### config.mk
export PLATFORM = sky130hd
export DESIGN_NAME = gray_counter
export DESIGN_NICKNAME = d
export VERILOG_FILES = /design/src/rtl/gray_counter.sv
export SDC_FILE = /design/constraint.sdc
export NUM_CORES = 1
export LEC_CHECK = 0
export ABC_AREA = 1
export BUFFER_PORTS_ARGS = -buffer_cell sky130_fd_sc_hd__buf_2
export CORE_MARGIN = 3
export CORE_UTILIZATION = 50
export DETAILED_ROUTE_END_ITERATION = 10
export PLACE_DENSITY = 0.76
export SLEW_MARGIN = 30
export SYNTH_ARGS = -nofsm -noshare
export SYNTH_HDL_FRONTEND = slang
export SYNTH_SLANG_ARGS = --single-unit
### constraint.sdc
create_clock -name clk -period 1.7 [get_ports clk]
set_input_delay 0.085 -clock clk [delete_from_list [all_inputs] [get_ports clk]]
set_output_delay 0.085 -clock clk [all_outputs]
set_load 0.02 [all_outputs]
### src/rtl/gray_counter.sv
// gray_counter: Gray-code sequence generator with a valid/ready output handshake.
//
// Counts in binary internally (bin_q) and registers the Gray encoding of the
// next binary value on the same edge, so G never glitches and only one bit
// changes per accepted step, wrap-around included.
//
// Ports:
//   clk        rising-edge clock
//   rst_n      asynchronous active-low reset
//   start      pulse: (re)start from the start value, enter COUNT
//   stop       pulse: leave COUNT for IDLE, holding the current value
//   one_shot   1 = stop at the terminal value, 0 = wrap and keep counting
//   up_dn      1 = count up, 0 = count down
//   load       pulse: replace the count with load_val (state unchanged, DONE -> IDLE)
//   load_val   Gray-coded load value
//   out_ready  consumer accepts G this cycle
//   G          registered Gray word
//   out_valid  G is a live sequence value (state COUNT)
//   wrap       one-cycle pulse after a free-run wrap-around transfer
//   done       level: one-shot sequence finished (state DONE)
module gray_counter #(
  parameter int unsigned WIDTH = 4
) (
  input  logic             clk,
  input  logic             rst_n,
  input  logic             start,
  input  logic             stop,
  input  logic             one_shot,
  input  logic             up_dn,
  input  logic             load,
  input  logic [WIDTH-1:0] load_val,
  input  logic             out_ready,
  output logic [WIDTH-1:0] G,
  output logic             out_valid,
  output logic             wrap,
  output logic             done
);

  typedef enum logic [1:0] {StIdle, StCount, StDone} state_e;

  localparam logic [WIDTH-1:0] One = WIDTH'(1);

  state_e           state_q, state_d;
  logic [WIDTH-1:0] bin_q, bin_d;
  logic [WIDTH-1:0] g_q, g_d;
  logic             wrap_q, wrap_d;

  logic [WIDTH-1:0] load_bin;
  logic [WIDTH-1:0] start_val;
  logic [WIDTH-1:0] term_val;
  logic [WIDTH-1:0] step_val;
  logic             xfer;

  // Gray-to-binary: each binary bit is the XOR of all Gray bits at or above it.
  always_comb begin
    logic acc;
    acc      = 1'b0;
    load_bin = '0;
    for (int i = int'(WIDTH) - 1; i >= 0; i--) begin
      acc         = acc ^ load_val[i];
      load_bin[i] = acc;
    end
  end

  assign start_val = up_dn ? '0 : '1;
  assign term_val  = up_dn ? '1 : '0;
  // Natural modulo-2^WIDTH arithmetic: stepping past the terminal value
  // lands exactly on the start value for the same direction.
  assign step_val  = up_dn ? (bin_q + One) : (bin_q - One);
  assign xfer      = (state_q == StCount) && out_ready;

  always_comb begin
    state_d = state_q;
    bin_d   = bin_q;
    wrap_d  = 1'b0;
    if (load) begin
      bin_d = load_bin;
      if (state_q == StDone) begin
        state_d = StIdle;
      end
    end else if (start) begin
      bin_d   = start_val;
      state_d = StCount;
    end else if (stop && (state_q == StCount)) begin
      state_d = StIdle;
    end else if (xfer) begin
      if (bin_q == term_val) begin
        if (one_shot) begin
          state_d = StDone;
        end else begin
          bin_d  = step_val;
          wrap_d = 1'b1;
        end
      end else begin
        bin_d = step_val;
      end
    end
    // G is encoded from the next binary value so it is registered alongside bin_q.
    g_d = bin_d ^ (bin_d >> 1);
  end

  always_ff @(posedge clk or negedge rst_n) begin
    if (!rst_n) begin
      state_q <= StIdle;
      bin_q   <= '0;
      g_q     <= '0;
      wrap_q  <= 1'b0;
    end else begin
      state_q <= state_d;
      bin_q   <= bin_d;
      g_q     <= g_d;
      wrap_q  <= wrap_d;
    end
  end

  assign G         = g_q;
  assign wrap      = wrap_q;
  assign out_valid = (state_q == StCount);
  assign done      = (state_q == StDone);

endmodule
* Yosys cells after proc, flatten, opt, wreduce, memory -nomap -nowiden
Index checks and enable logic that the tools add are counted.
** Word-level totals
- Register bits after elaboration :: 11
- Input bits :: 12
- Output and inout port bits :: 7
** Operators by class
- Add/subtract/negate cells :: 2
- Equality and inequality tests :: 4
- Mux-type cells :: 22
- Bitwise operators :: 4
- Reduce and logical (&&, ||, !) cells :: 6
** Operator list (number)
- 4-bit two-way mux :: 9
- 2-bit two-way mux :: 7
- 4-bit nonzero test :: 3
- 1-bit two-way mux :: 6
- 4-bit by 1-bit adder with 4-bit output (second input constant) :: 1
- 4-bit equality test :: 1
- 4-bit AND reduction :: 1
- 4-bit by 1-bit subtractor with 4-bit output (second input constant) :: 1
- 4-bit by 3-bit bitwise XOR with 4-bit output :: 1
- 1-bit bitwise XOR :: 3
- 2-bit by 1-bit equality test with 1-bit output (second input constant) :: 1
- 2-bit equality test (second input constant) :: 1
- 1-bit logical AND :: 2
- 2-bit by 1-bit inequality test with 1-bit output (second input constant) :: 1

* Logic depth before layout (Yosys ltp)
Gate-level depths: netlist of the first run.
- Word-level depth :: 9
- Gate-level depth with buffers :: 14
- Mapped depth without buffers :: 14

* Worst setup path after synthesis of the first run
OpenSTA, ideal clock, no wires.
- Kind :: register to register
- Start point :: reg bin_q[0]
- End point :: reg g_q[2], in the netlist G[2]
- Library setup time :: 0.117 ns
- Data arrival time :: 1.354 ns
- Path slack :: 0.228 ns
- Cell stages (with the launch flop) :: 10
- Buffers on the path :: 0
- Cell sequence :: dfrtp_1 inv_1 fa_1 xnor2_1 nand3_1 nand3_2 nand2_1 nand2_2 nand3_1 nand2_1
** Between the ends
- Cells in the longest elaborated chain, start to end :: 9
** RTL lines
- start: declaration :: RTL line 44 : logic [WIDTH-1:0] bin_q, bin_d;
- start signal: assignment :: RTL line 110 : bin_q <= bin_d;
- 4-bit by 1-bit subtractor with 4-bit output / 4-bit by 1-bit adder with 4-bit output (equally long branches) :: RTL line 69 : assign step_val = up_dn ? (bin_q + One) : (bin_q - One);
- 4-bit two-way mux :: RTL line 69
- 4-bit two-way mux :: RTL line 88 : if (one_shot) begin
- 4-bit two-way mux * :: RTL line 87 : if (bin_q == term_val) begin
- 4-bit two-way mux * :: RTL line 86 : end else if (xfer) begin
- 4-bit two-way mux * :: RTL line 84 : end else if (stop && (state_q == StCount)) begin
- 4-bit two-way mux * :: RTL line 81 : end else if (start) begin
- 4-bit two-way mux * :: RTL line 76 : if (load) begin
- named net bin_d[2] :: RTL line 44
- 4-bit by 3-bit bitwise XOR with 4-bit output * :: RTL line 99 : g_d = bin_d ^ (bin_d >> 1);
- named net g_d[2] :: RTL line 45 : logic [WIDTH-1:0] g_q, g_d;
- end signal: assignment :: RTL line 111 : g_q <= g_d;
- end: declaration :: RTL line 45
Mark *: on every way through the listed nets, which the timed path passes. The rest lies on a longest branch.
A chain may end at the register's enable or synchronous reset.

* Final worst setup path of the first run
- Start point :: reg bin_q[0]
- End point :: reg g_q[0], in the netlist G[0]
The elaborated chain is that of the path after synthesis.

==> summary.md, run 1 <==
| Metric | Value |
|---|---|
| Routability cong. | `0.870` |
| Gate Count Post-Synth | `106` |
| Initial DRC count | `4` |
| TritonRoute pass-1 iters | `4` |
| Mapped Nets | `121` |
| Width of the die | `approximately 45 um` |
| #FFs+latches synth | `10` |
| Number of vias per cell | `around 4.9` |
| Max-cap violations | `0` |
| Clock buffer count from CTS | `3` |
| Congestion Overflow GR | `0` |
| Syn_area_per_cell | `7.25 sq um` |
| Vias in the first global route | `~660` |
| Worst hold path class | `in -> reg` |
| Reg2reg start | `bin_q[0]` |
| Initial antenna violation count | `0` |
| Worst-Margin Slew | `0.254 ns` |
| CP Class | `reg -> reg` |
| Nets | `roughly 150` |
| Die Span Y | `45.2 um` |
| CP startpoint kind | `register` |
| Worst Path Required | `around 1.9 ns` |
| Core Footprint | `about 1400 sq um` |
| Total track usage | `0.172` |
| Commonest non-fill, non-tap cells in the layout | `nand2_1, buf_2, inv_1` |
| RSZ-0062 raised after global routing | `false` |
| Worst path max stage delay | `roughly 0.43 ns` |
| Final setup violation count | `0` |
| Wire length after detailed routing | `approximately 1500 um` |
| Number of remaining DRC errors | `0` |
| Hold_sp | `one_shot` |
| Initial core utilization | `0.562` |
| Global-route wire length before repair | `2550 um` |
| Ant diodes | `0` |
| Outcome | `complete, no violations` |
| Sequential Power Share | `0.371` |
| Post-Syn Area | `768 sq um` |
| Peak fanout along the critical path | `3` |
| Clock power frac | `0.266` |
| GR Layer Usage met2 | `0.302` |
| Slowest-stage cell, CP | `fa_1` |
| Largest net degree at the start of global routing | `11` |
| Total die area | `2040 sq um` |
| Met1 Track Usage GR | `0.201` |
| Post-synthesis sequential area ratio | `0.326` |
| Max Clock Skew | `0.00123 ns` |
| WL/cell | `10.6 um` |
| Min Hold Slack | `0.0306 ns` |
| Worst-path clk slew | `roughly 0.06 ns` |
| NetSw | `approximately 0.00027 W` |
| Library cells used by synthesis | `25` |
| Clock Sinks | `10` |
| Critical path capture point type | `register` |
| Yosys warns | `0` |
| Most common cell after layout, fill and taps aside | `nand2_1` |
| Total power divided by cell area | `822 nW/um^2` |
| Total number of vias | `711` |
| CTS tree | `yes` |
| Crit path DAT | `between 1.5 and 2 ns` |
| Port bufs | `18` |
| Count of final max-slew check failures | `0` |
| HPWL Detailed | `1300 um` |
| CP startpoint | `bin_q[0]` |
| Final ANT Viol Nets | `0` |
| Rel. slew slack | `0.829` |
| Area Overhead vs Synth | `22.8%` |
| Met3 GRT Util | `0.0359` |
| Pleak | `~0.52 nW` |
| Cell-internal power | `0.000505 W` |
| Clock Latency Late Sink | `0.26 ns` |
| Worst VDD drop | `473 uV` |
| Gr busiest metal | `met2` |
| Crit share post-route | `0.942` |
| Share of cells above drive strength 1 | `0.323` |
| Row count | `13` |
| Io pins | `19` |
| Comb pwr share | `0.363` |
| Fin Setup TNS | `0 ns` |
| Net Sw Frac | `0.348` |
| Clk Tree Root Cell | `clkbuf_4` |
| Tmin final | `between 1.5 and 2 ns` |
| Max Freq | `between 600 and 700 MHz` |
| Final Hold Fails | `0` |
| CTS max path bufs | `2` |
| Crit-path cells | `inv_1 > fa_1 > nand3b_1 > nand2_2 > nor2_2 > nor2_4 > nand3_1 > nand2_1` |
| CTS H-tree depth | `1` |
[flip-flops by register name, indices dropped and copies added, names as in the netlist]
signal   count
bin_q        4
state_q      2
G            3
wrap         1
[through the flow]
stage / cells / util / setup slack (ns) / cell area [sq um] / total power, W
detailed placement: 139 / 0.642 / 0.0801 / 877 / 0.000563
global placement: 139 / 0.642 / 0.122 / 877 / 0.000552
floorplan: 106 / - / 0.228 / 768 / 0.000486
finish: 145 / 0.690 / 0.0986 / 943 / 0.000775
CTS: 144 / 0.676 / 0.0634 / 923 / 0.000768
global route: 145 / 0.690 / 0.0130 / 943 / 0.000827
[final cells by class]
cell class	instances	area (sq um)
Fill cell	125	423
Timing Repair Buffer	21	115
Inverter	19	71.3
Multi-Input combinational cell	76	452
Clock buffer	4	36.3
Sequential cell	10	250
Tap cell	15	18.8
[worst max-delay path, delay by kind of cell, from the launching register on]
kind	cells	cell delay [ns]
adder cells (fa/ha/maj)	1	0.43
flip-flops	1	0.40
AND/OR/NAND/NOR	6	0.58
buffers and inverters	1	0.12
[power by group through the flow]
stage / clock network (W) / logic, W / registers, W
2_1_floorplan: 0 / 0.000180 / 0.000305
5_1_grt: 0.000222 / 0.000314 / 0.000291
3_3_place_gp: 0 / 0.000263 / 0.000290
4_1_cts: 0.000206 / 0.000275 / 0.000287
6_report: 0.000206 / 0.000281 / 0.000288
3_5_place_dp: 0 / 0.000272 / 0.000291
[repair_timing]
action | in CTS | in global routing
hold buffers | 1 | 0
setup buffers | 0 | 1
hold endpoints to repair | 10 | 0
setup endpoints to repair | 0 | 3
gates resized for setup | 0 | 1
[Yosys cell counts, drive strengths merged]
cell type / number / area share
a21oi: 4 / 0.046
buf: 1 / 0.0098
dfrtp: 10 / 0.33
fa: 1 / 0.026
ha: 2 / 0.033
inv: 19 / 0.093
nand2: 39 / 0.21
nand3: 11 / 0.094
nand3b: 1 / 0.0098
nor2: 9 / 0.080
nor4: 1 / 0.0081
o21ai: 4 / 0.026
o22ai: 1 / 0.0081
or2: 1 / 0.011
xnor2: 1 / 0.011
xor2: 1 / 0.011
[path summary, 6_finish.rpt]
check / to / slack, ns / depth (start not counted)
min in group asynchronous: G[0] / 0.22 / 2
max reg2reg: G[0] / 0.1 / 8
min: wrap / 0.03 / 2
min reg2reg: state_q[0] / 0.61 / 2
max: G[0] / 0.1 / 8
max in group asynchronous: state_q[1] / 1.29 / 2
[cell families after synthesis]
group,share of synthesized area
flip-flops,0.326
AND/OR/NAND/NOR,0.410
buffers and inverters,0.103
AO/OA/AOI/OAI,0.0798
XOR/XNOR,0.0228
adder cells (fa/ha/maj),0.0586
[layer usage]
metal	part of all wire	wire, um
met1	0.45	690
met2	0.51	784
met3	0.029	45
met4	0.0078	12
met5	0	0
Note: power is estimated with default switching activity, not from simulation.
==> run 2, diff against run 1 <==
- SETUP_SLACK_MARGIN: unset -> 0.4
==> summary.md, run 2 (synthesis gave the netlist of run 1 again) <==
| Metric | Value |
|---|---|
| Area Overhead vs Synth | `26.7%` |
| Total track usage | `0.189` |
| Worst-Margin Slew | `between 0.2 and 0.3 ns` |
| Clock Sinks | `10` |
| WL/cell | `11.2 um` |
| CP startpoint kind | `register` |
| Count of final max-slew check failures | `0` |
| Initial antenna violation count | `0` |
| Rel. slew slack | `0.831` |
| Most flops, register | `bin_q` |
| Clock buffer count from CTS | `3` |
| Fin Setup TNS | `0 ns` |
| Filler Cell Count | `119` |
| Crit path DAT | `roughly 1.8 ns` |
| Total die area | `about 2000 sq um` |
| Port bufs | `18` |
| Die Span Y | `45.2 um` |
| Ant diodes | `0` |
| Total power divided by cell area | `772 nW/um^2` |
| Most common cell after layout, fill and taps aside | `nand2_1` |
| Nets | `~150` |
| Final instance area | `between 900 and 1000 sq um` |
| Congestion Overflow GR | `0` |
| Worst Path Required | `1.90 ns` |
| Core Footprint | `1370 sq um` |
| Io pins | `19` |
| Reg-to-reg endpoint | `G[0]` |
| R2R cell count | `8` |
| Number of vias per cell | `5.02` |
| Tmin final | `1.60 ns` |
| Clock Latency Late Sink | `0.26 ns` |
| Largest net degree at the start of global routing | `11` |
| TritonRoute pass-1 iters | `4` |
| Worst hold path class | `in -> reg` |
| CTS max path bufs | `2` |
| Hold path cells | `2` |
| Share of cells above drive strength 1 | `0.392` |
| Crit share post-route | `0.944` |
| Clk Tree Root Cell | `clkbuf_4` |
| Commonest non-fill, non-tap cells in the layout | `nand2_1, buf_2, inv_1` |
| Critical path capture point type | `register` |
| CP Class | `reg -> reg` |
| Vias in the first global route | `694` |
| Row count | `13` |
| Max Clock Skew | `about 0.00054 ns` |
| Peak fanout along the critical path | `3` |
| Number of remaining DRC errors | `0` |
| Hold_sp | `one_shot` |
| Flop2flop setup slack | `0.1 ns` |
| CTS H-tree depth | `1` |
| HPWL Detailed | `1390 um` |
| Pleak | `0.518 nW` |
| Final ANT Viol Nets | `0` |
| Total number of vias | `around 730` |
| Global-route wire length before repair | `2800 um` |
| Routability cong. | `0.895` |
| Worst-path clk slew | `0.06 ns` |
| Wire length after detailed routing | `1630 um` |
| Final Hold Fails | `0` |
| Worst VDD drop | `523 uV` |
| Final setup violation count | `0` |
| Reg2reg start | `bin_q[1]` |
| PnR Total Power | `~0.00075 W` |
| Initial DRC count | `12` |
| Initial core utilization | `0.562` |
| Max Freq | `slightly above 600 MHz` |
| Width of the die | `45.2 um` |
| Max-cap violations | `0` |
| Max reg flops | `4` |
| Post-DP Area | `890 sq um` |
| RSZ-0062 raised after global routing | `true` |
| CTS tree | `yes` |
| Hold Path End | `wrap` |
| Outcome | `complete, no violations` |
==> run 2: power breakdown <==
group / internal (W) / switching, W / total [W]
Combinational: 0.000124 / 0.000185 / 0.000309
Sequential: 0.000269 / 0.0000233 / 0.000292
Clock: 0.0000811 / 0.0000697 / 0.000151
Total: 0.000474 / 0.000278 / 0.000752
==> run 2: what timing repair did <==
item | 4_1_cts | 5_1_grt
setup endpoints to repair | 9 | 10
cloned | 0 | 0
pin swaps | 2 | 2
resized for setup | 0 | 7
hold buffers | 1 | 0
hold endpoints to repair | 10 | 0
buffers inserted | 2 | 1
==> run 2: layout make-up <==
class / instances / area [sq um] / area share
inverter: 19 / 71.3 / 0.0733
tap: 15 / 18.8 / 0.0193
multi-input combinational: 76 / 487 / 0.500
timing repair buffer: 22 / 123 / 0.126
sequential: 10 / 251 / 0.258
clock buffer: 3 / 22.5 / 0.0231
==> run 2: critical path: stages, from the launching register on <==
cell	delay, ns
dfrtp_2	0.44
inv_1	0.08
fa_2	0.43
nand3b_1	0.20
nand2_2	0.12
nor2_4	0.04
nor2_4	0.10
nand3_1	0.07
nand2_1	0.07
==> run 2: worst max path at each step <==
stage	slack, ns	startpoint	cells after the start	to
6_report	0.1	bin_q[1]	8	G[0]
2_1_floorplan	0.24	bin_q[0]	9	G[2]
3_5_place_dp	0.11	bin_q[1]	11	G[0]
4_1_cts	0.12	bin_q[1]	8	state_q[1]
5_1_grt	0.06	bin_q[2]	11	G[0]
3_3_place_gp	0.13	bin_q[0]	9	G[2]
==> run 2: layer usage <==
metal  part of all wire  up-vias  routed length [um]  global-route usage
met4              0.025        0                  40              0.0994
met1               0.45      325                 731               0.252
met5                  0        -                   0                   0
li1                   -      378                   -                   -
met2               0.48       18                 780               0.288
met3              0.045        7                  74              0.0359
==> run 2: stage by stage <==
stage	util	hold WS [ns]	worst slack, ns	std cells
3_5_place_dp	0.651	-0.0452	0.113	138
6_report	0.712	0.0423	0.0956	145
4_1_cts	0.686	0.0423	0.125	144
3_3_place_gp	0.651	-0.0486	0.126	138
5_1_grt	0.712	0.0395	0.0565	145
2_1_floorplan	-	-0.211	0.241	106
==> run 3, diff against run 2 <==
- ABC_AREA: 1 -> unset
- CORE_MARGIN: 3 -> 2
- CORE_UTILIZATION: 50 -> 49
- clock period: 1.7 -> 1.6 ns (I/O delays scaled with it)
==> summary.md, run 3 <==
| Metric | Value |
|---|---|
| Crit share post-route | `1.20` |
| CP Class | `reg -> reg` |
| Width of the die | `41.2 um` |
| Multiplexer share of the synthesized area | `0.0221` |
| Nets | `120` |
| RSZ-0062 raised after global routing | `true` |
| Post-DP Area | `917 sq um` |
| Synth Area in Simple Gates | `0.166` |
| Total power divided by cell area | `935 nW/um^2` |
| Multi-input logic area | `~460 sq um` |
| CTS max path bufs | `2` |
| Largest net degree at the start of global routing | `14` |
| HPWL Detailed | `1320 um` |
| Worst-Margin Slew | `0.448 ns` |
| Setup ws final | `-0.325 ns` |
| Worst Path Required | `between 1.5 and 2 ns` |
| #FFs+latches synth | `10` |
| Ranking of synthesized cells by area | `dfrtp_1, a21oi_1, xor2_1, a221oi_4, xnor2_1` |
| Syn_area_per_cell | `10.1 sq um` |
| WL/cell | `~16 um` |
| Global-route wire length before repair | `2630 um` |
| Clock Sinks | `10` |
| Worst VDD drop | `901 uV` |
| Post-Syn Area | `a little under 700 sq um` |
| Final instance area | `1020 sq um` |
| XOR/XNOR Fraction of Synth Area | `0.103` |
| Share of cells above drive strength 1 | `0.548` |
| CP startpoint kind | `register` |
| Io pins | `19` |
| TritonRoute pass-1 iters | `4` |
| Max reg flops | `4` |
| Die Span Y | `roughly 41 um` |
| Initial core utilization | `0.522` |
| Post-synth top flop | `dfrtp_1` |
| Total track usage | `0.255` |
| CTS tree | `yes` |
| Filler Cell Count | `between 80 and 90` |
| Final setup violation count | `7` |
| Total number of vias | `657` |
| Asr flop ratio synth | `1.00` |
| Total die area | `approximately 1700 sq um` |
| Core Footprint | `1300 sq um` |
| Failing checks | `setup timing` |
| Most common cell in the netlist | `dfrtp_1` |
| Pleak | `between 0.4 and 0.5 nW` |
| Max Freq | `around 520 MHz` |
| Yosys warns | `0` |
| Most flops, register | `bin_q` |
| Post-synthesis sequential area ratio | `0.368` |
| Peak fanout along the critical path | `3` |
| Most common cell after layout, fill and taps aside | `buf_2` |
| Outcome | `finished with violations` |
| Final ANT Viol Nets | `0` |
| Ant diodes | `0` |
| Count of final max-slew check failures | `0` |
| Top post-synthesis cells by count | `dfrtp_1, a21oi_1, inv_1` |
| FF+latch area | `251 sq um` |
| Worst-path clk slew | `around 0.070 ns` |
| Met3 GRT Util | `0.0978` |
| Final Hold Fails | `0` |
| Tmin final | `1.93 ns` |
| Clock Latency Late Sink | `between 0.2 and 0.3 ns` |
| Leading area contributor after synthesis | `dfrtp_1` |
| Critical path capture point type | `register` |
| Number of remaining DRC errors | `0` |
| Initial antenna violation count | `0` |
| Combinational family with the most area after synthesis | `compound AO/OA/AOI/OAI gates` |
| Flop2flop setup slack | `-0.33 ns` |
| Initial DRC count | `6` |
| Library cells used by synthesis | `30` |
| Synth Area in Compound Gates | `0.219` |
| Clock buffer count from CTS | `3` |
| Max Clock Skew | `0.000361 ns` |
| Rel. slew slack | `0.699` |
| Number of vias per cell | `5.52` |
| Synth Area in Adders | `0.0663` |
| Mapped Nets | `82` |
| Worst hold path class | `in -> reg` |
| Commonest non-fill, non-tap cells in the layout | `buf_2, buf_4, dfrtp_1` |
| Area Overhead vs Synth | `50.8%` |
| Crit path DAT | `approximately 2.1 ns` |
| Vias in the first global route | `644` |
| Routability cong. | `0.809` |
| Gr busiest metal | `met2` |
| Congestion Overflow GR | `0` |
| PnR Total Power | `0.000958 W` |
| Min Hold Slack | `0.0296 ns` |
| Max-cap violations | `0` |
| CTS H-tree depth | `1` |
| Wire length after detailed routing | `around 1900 um` |
| GR Layer Usage met2 | `0.492` |
| Clk Tree Root Cell | `clkbuf_4` |
| Top cell type's share of synthesized area | `0.368` |
| Met1 Track Usage GR | `0.246` |
| Row count | `13` |
| Post-synth EDFFs | `0` |
| Final Util | `0.788` |
| Port bufs | `18` |
| Gate Count Post-Synth | `67` |
## run 3: logic make-up after synthesis
kind of cell / after synthesis
compound gates: 19
xor+xnor: 8
fa+ha+maj: 3
buf+inv: 8
flops: 10
mux: 1
simple gates: 18
## run 3: stage by stage
step                      std cells  TNS (ns)  setup WS (ns)
after floorplan                  67    -0.875         -0.295
after global placement          112     -1.34         -0.282
after detailed placement        112     -1.56         -0.331
after CTS                       119     -1.82         -0.341
after global routing            119     -2.26         -0.391
final                           119     -1.80         -0.325
## run 3: where the power goes
part           leakage [nW]  internal, W  total [W]  switching [W]
clock                0.0210     0.000139   0.000239       0.000101
sequential            0.121     0.000294   0.000324      0.0000307
combinational         0.329     0.000193   0.000394       0.000201
total                 0.471     0.000625   0.000958       0.000333
## run 3: area by class of cell
class / instances / share of cell area
well taps: 15 / 0.0183
repair buffers: 35 / 0.234
multi-input cells: 49 / 0.444
clock buffers: 4 / 0.0354
inverters: 6 / 0.0220
flip-flops and latches: 10 / 0.245
## run 3: worst max-delay path, cell delays in order, from the launching register on
cell      delay, ns
dfrtp_1        0.42
ha_4           0.28
and2_4         0.14
o211ai_4       0.06
and2_4         0.15
mux2_4         0.31
a221oi_4       0.33
xnor2_1        0.16
## run 3: timing repair
item                       CTS  global route
setup endpoints to repair   11            12
gates resized for setup      8             6
hold endpoints to repair    10             0
pin swaps                    9             9
hold buffers                 1             0
setup buffers                2             0
## run 3: routing by layer
layer / up-vias / part of all wire
li1: 312 / -
met1: 325 / 0.39
met2: 16 / 0.55
met3: 4 / 0.047
met4: 0 / 0.0097
met5: - / 0
## run 3: path summary, 6_finish.rpt
| kind | startpoint | endpoint | depth (start not counted) |
|---|---|---|---|
| setup / recovery | bin_q[2] | G[1] | 7 |
| hold / removal | one_shot | wrap | 2 |
| hold reg to reg | state_q[1] | state_q[1] | 2 |
| min in group asynchronous | rst_n | state_q[0] | 2 |
| max in group asynchronous | rst_n | bin_q[0] | 2 |
| setup reg to reg | bin_q[2] | G[1] | 7 |
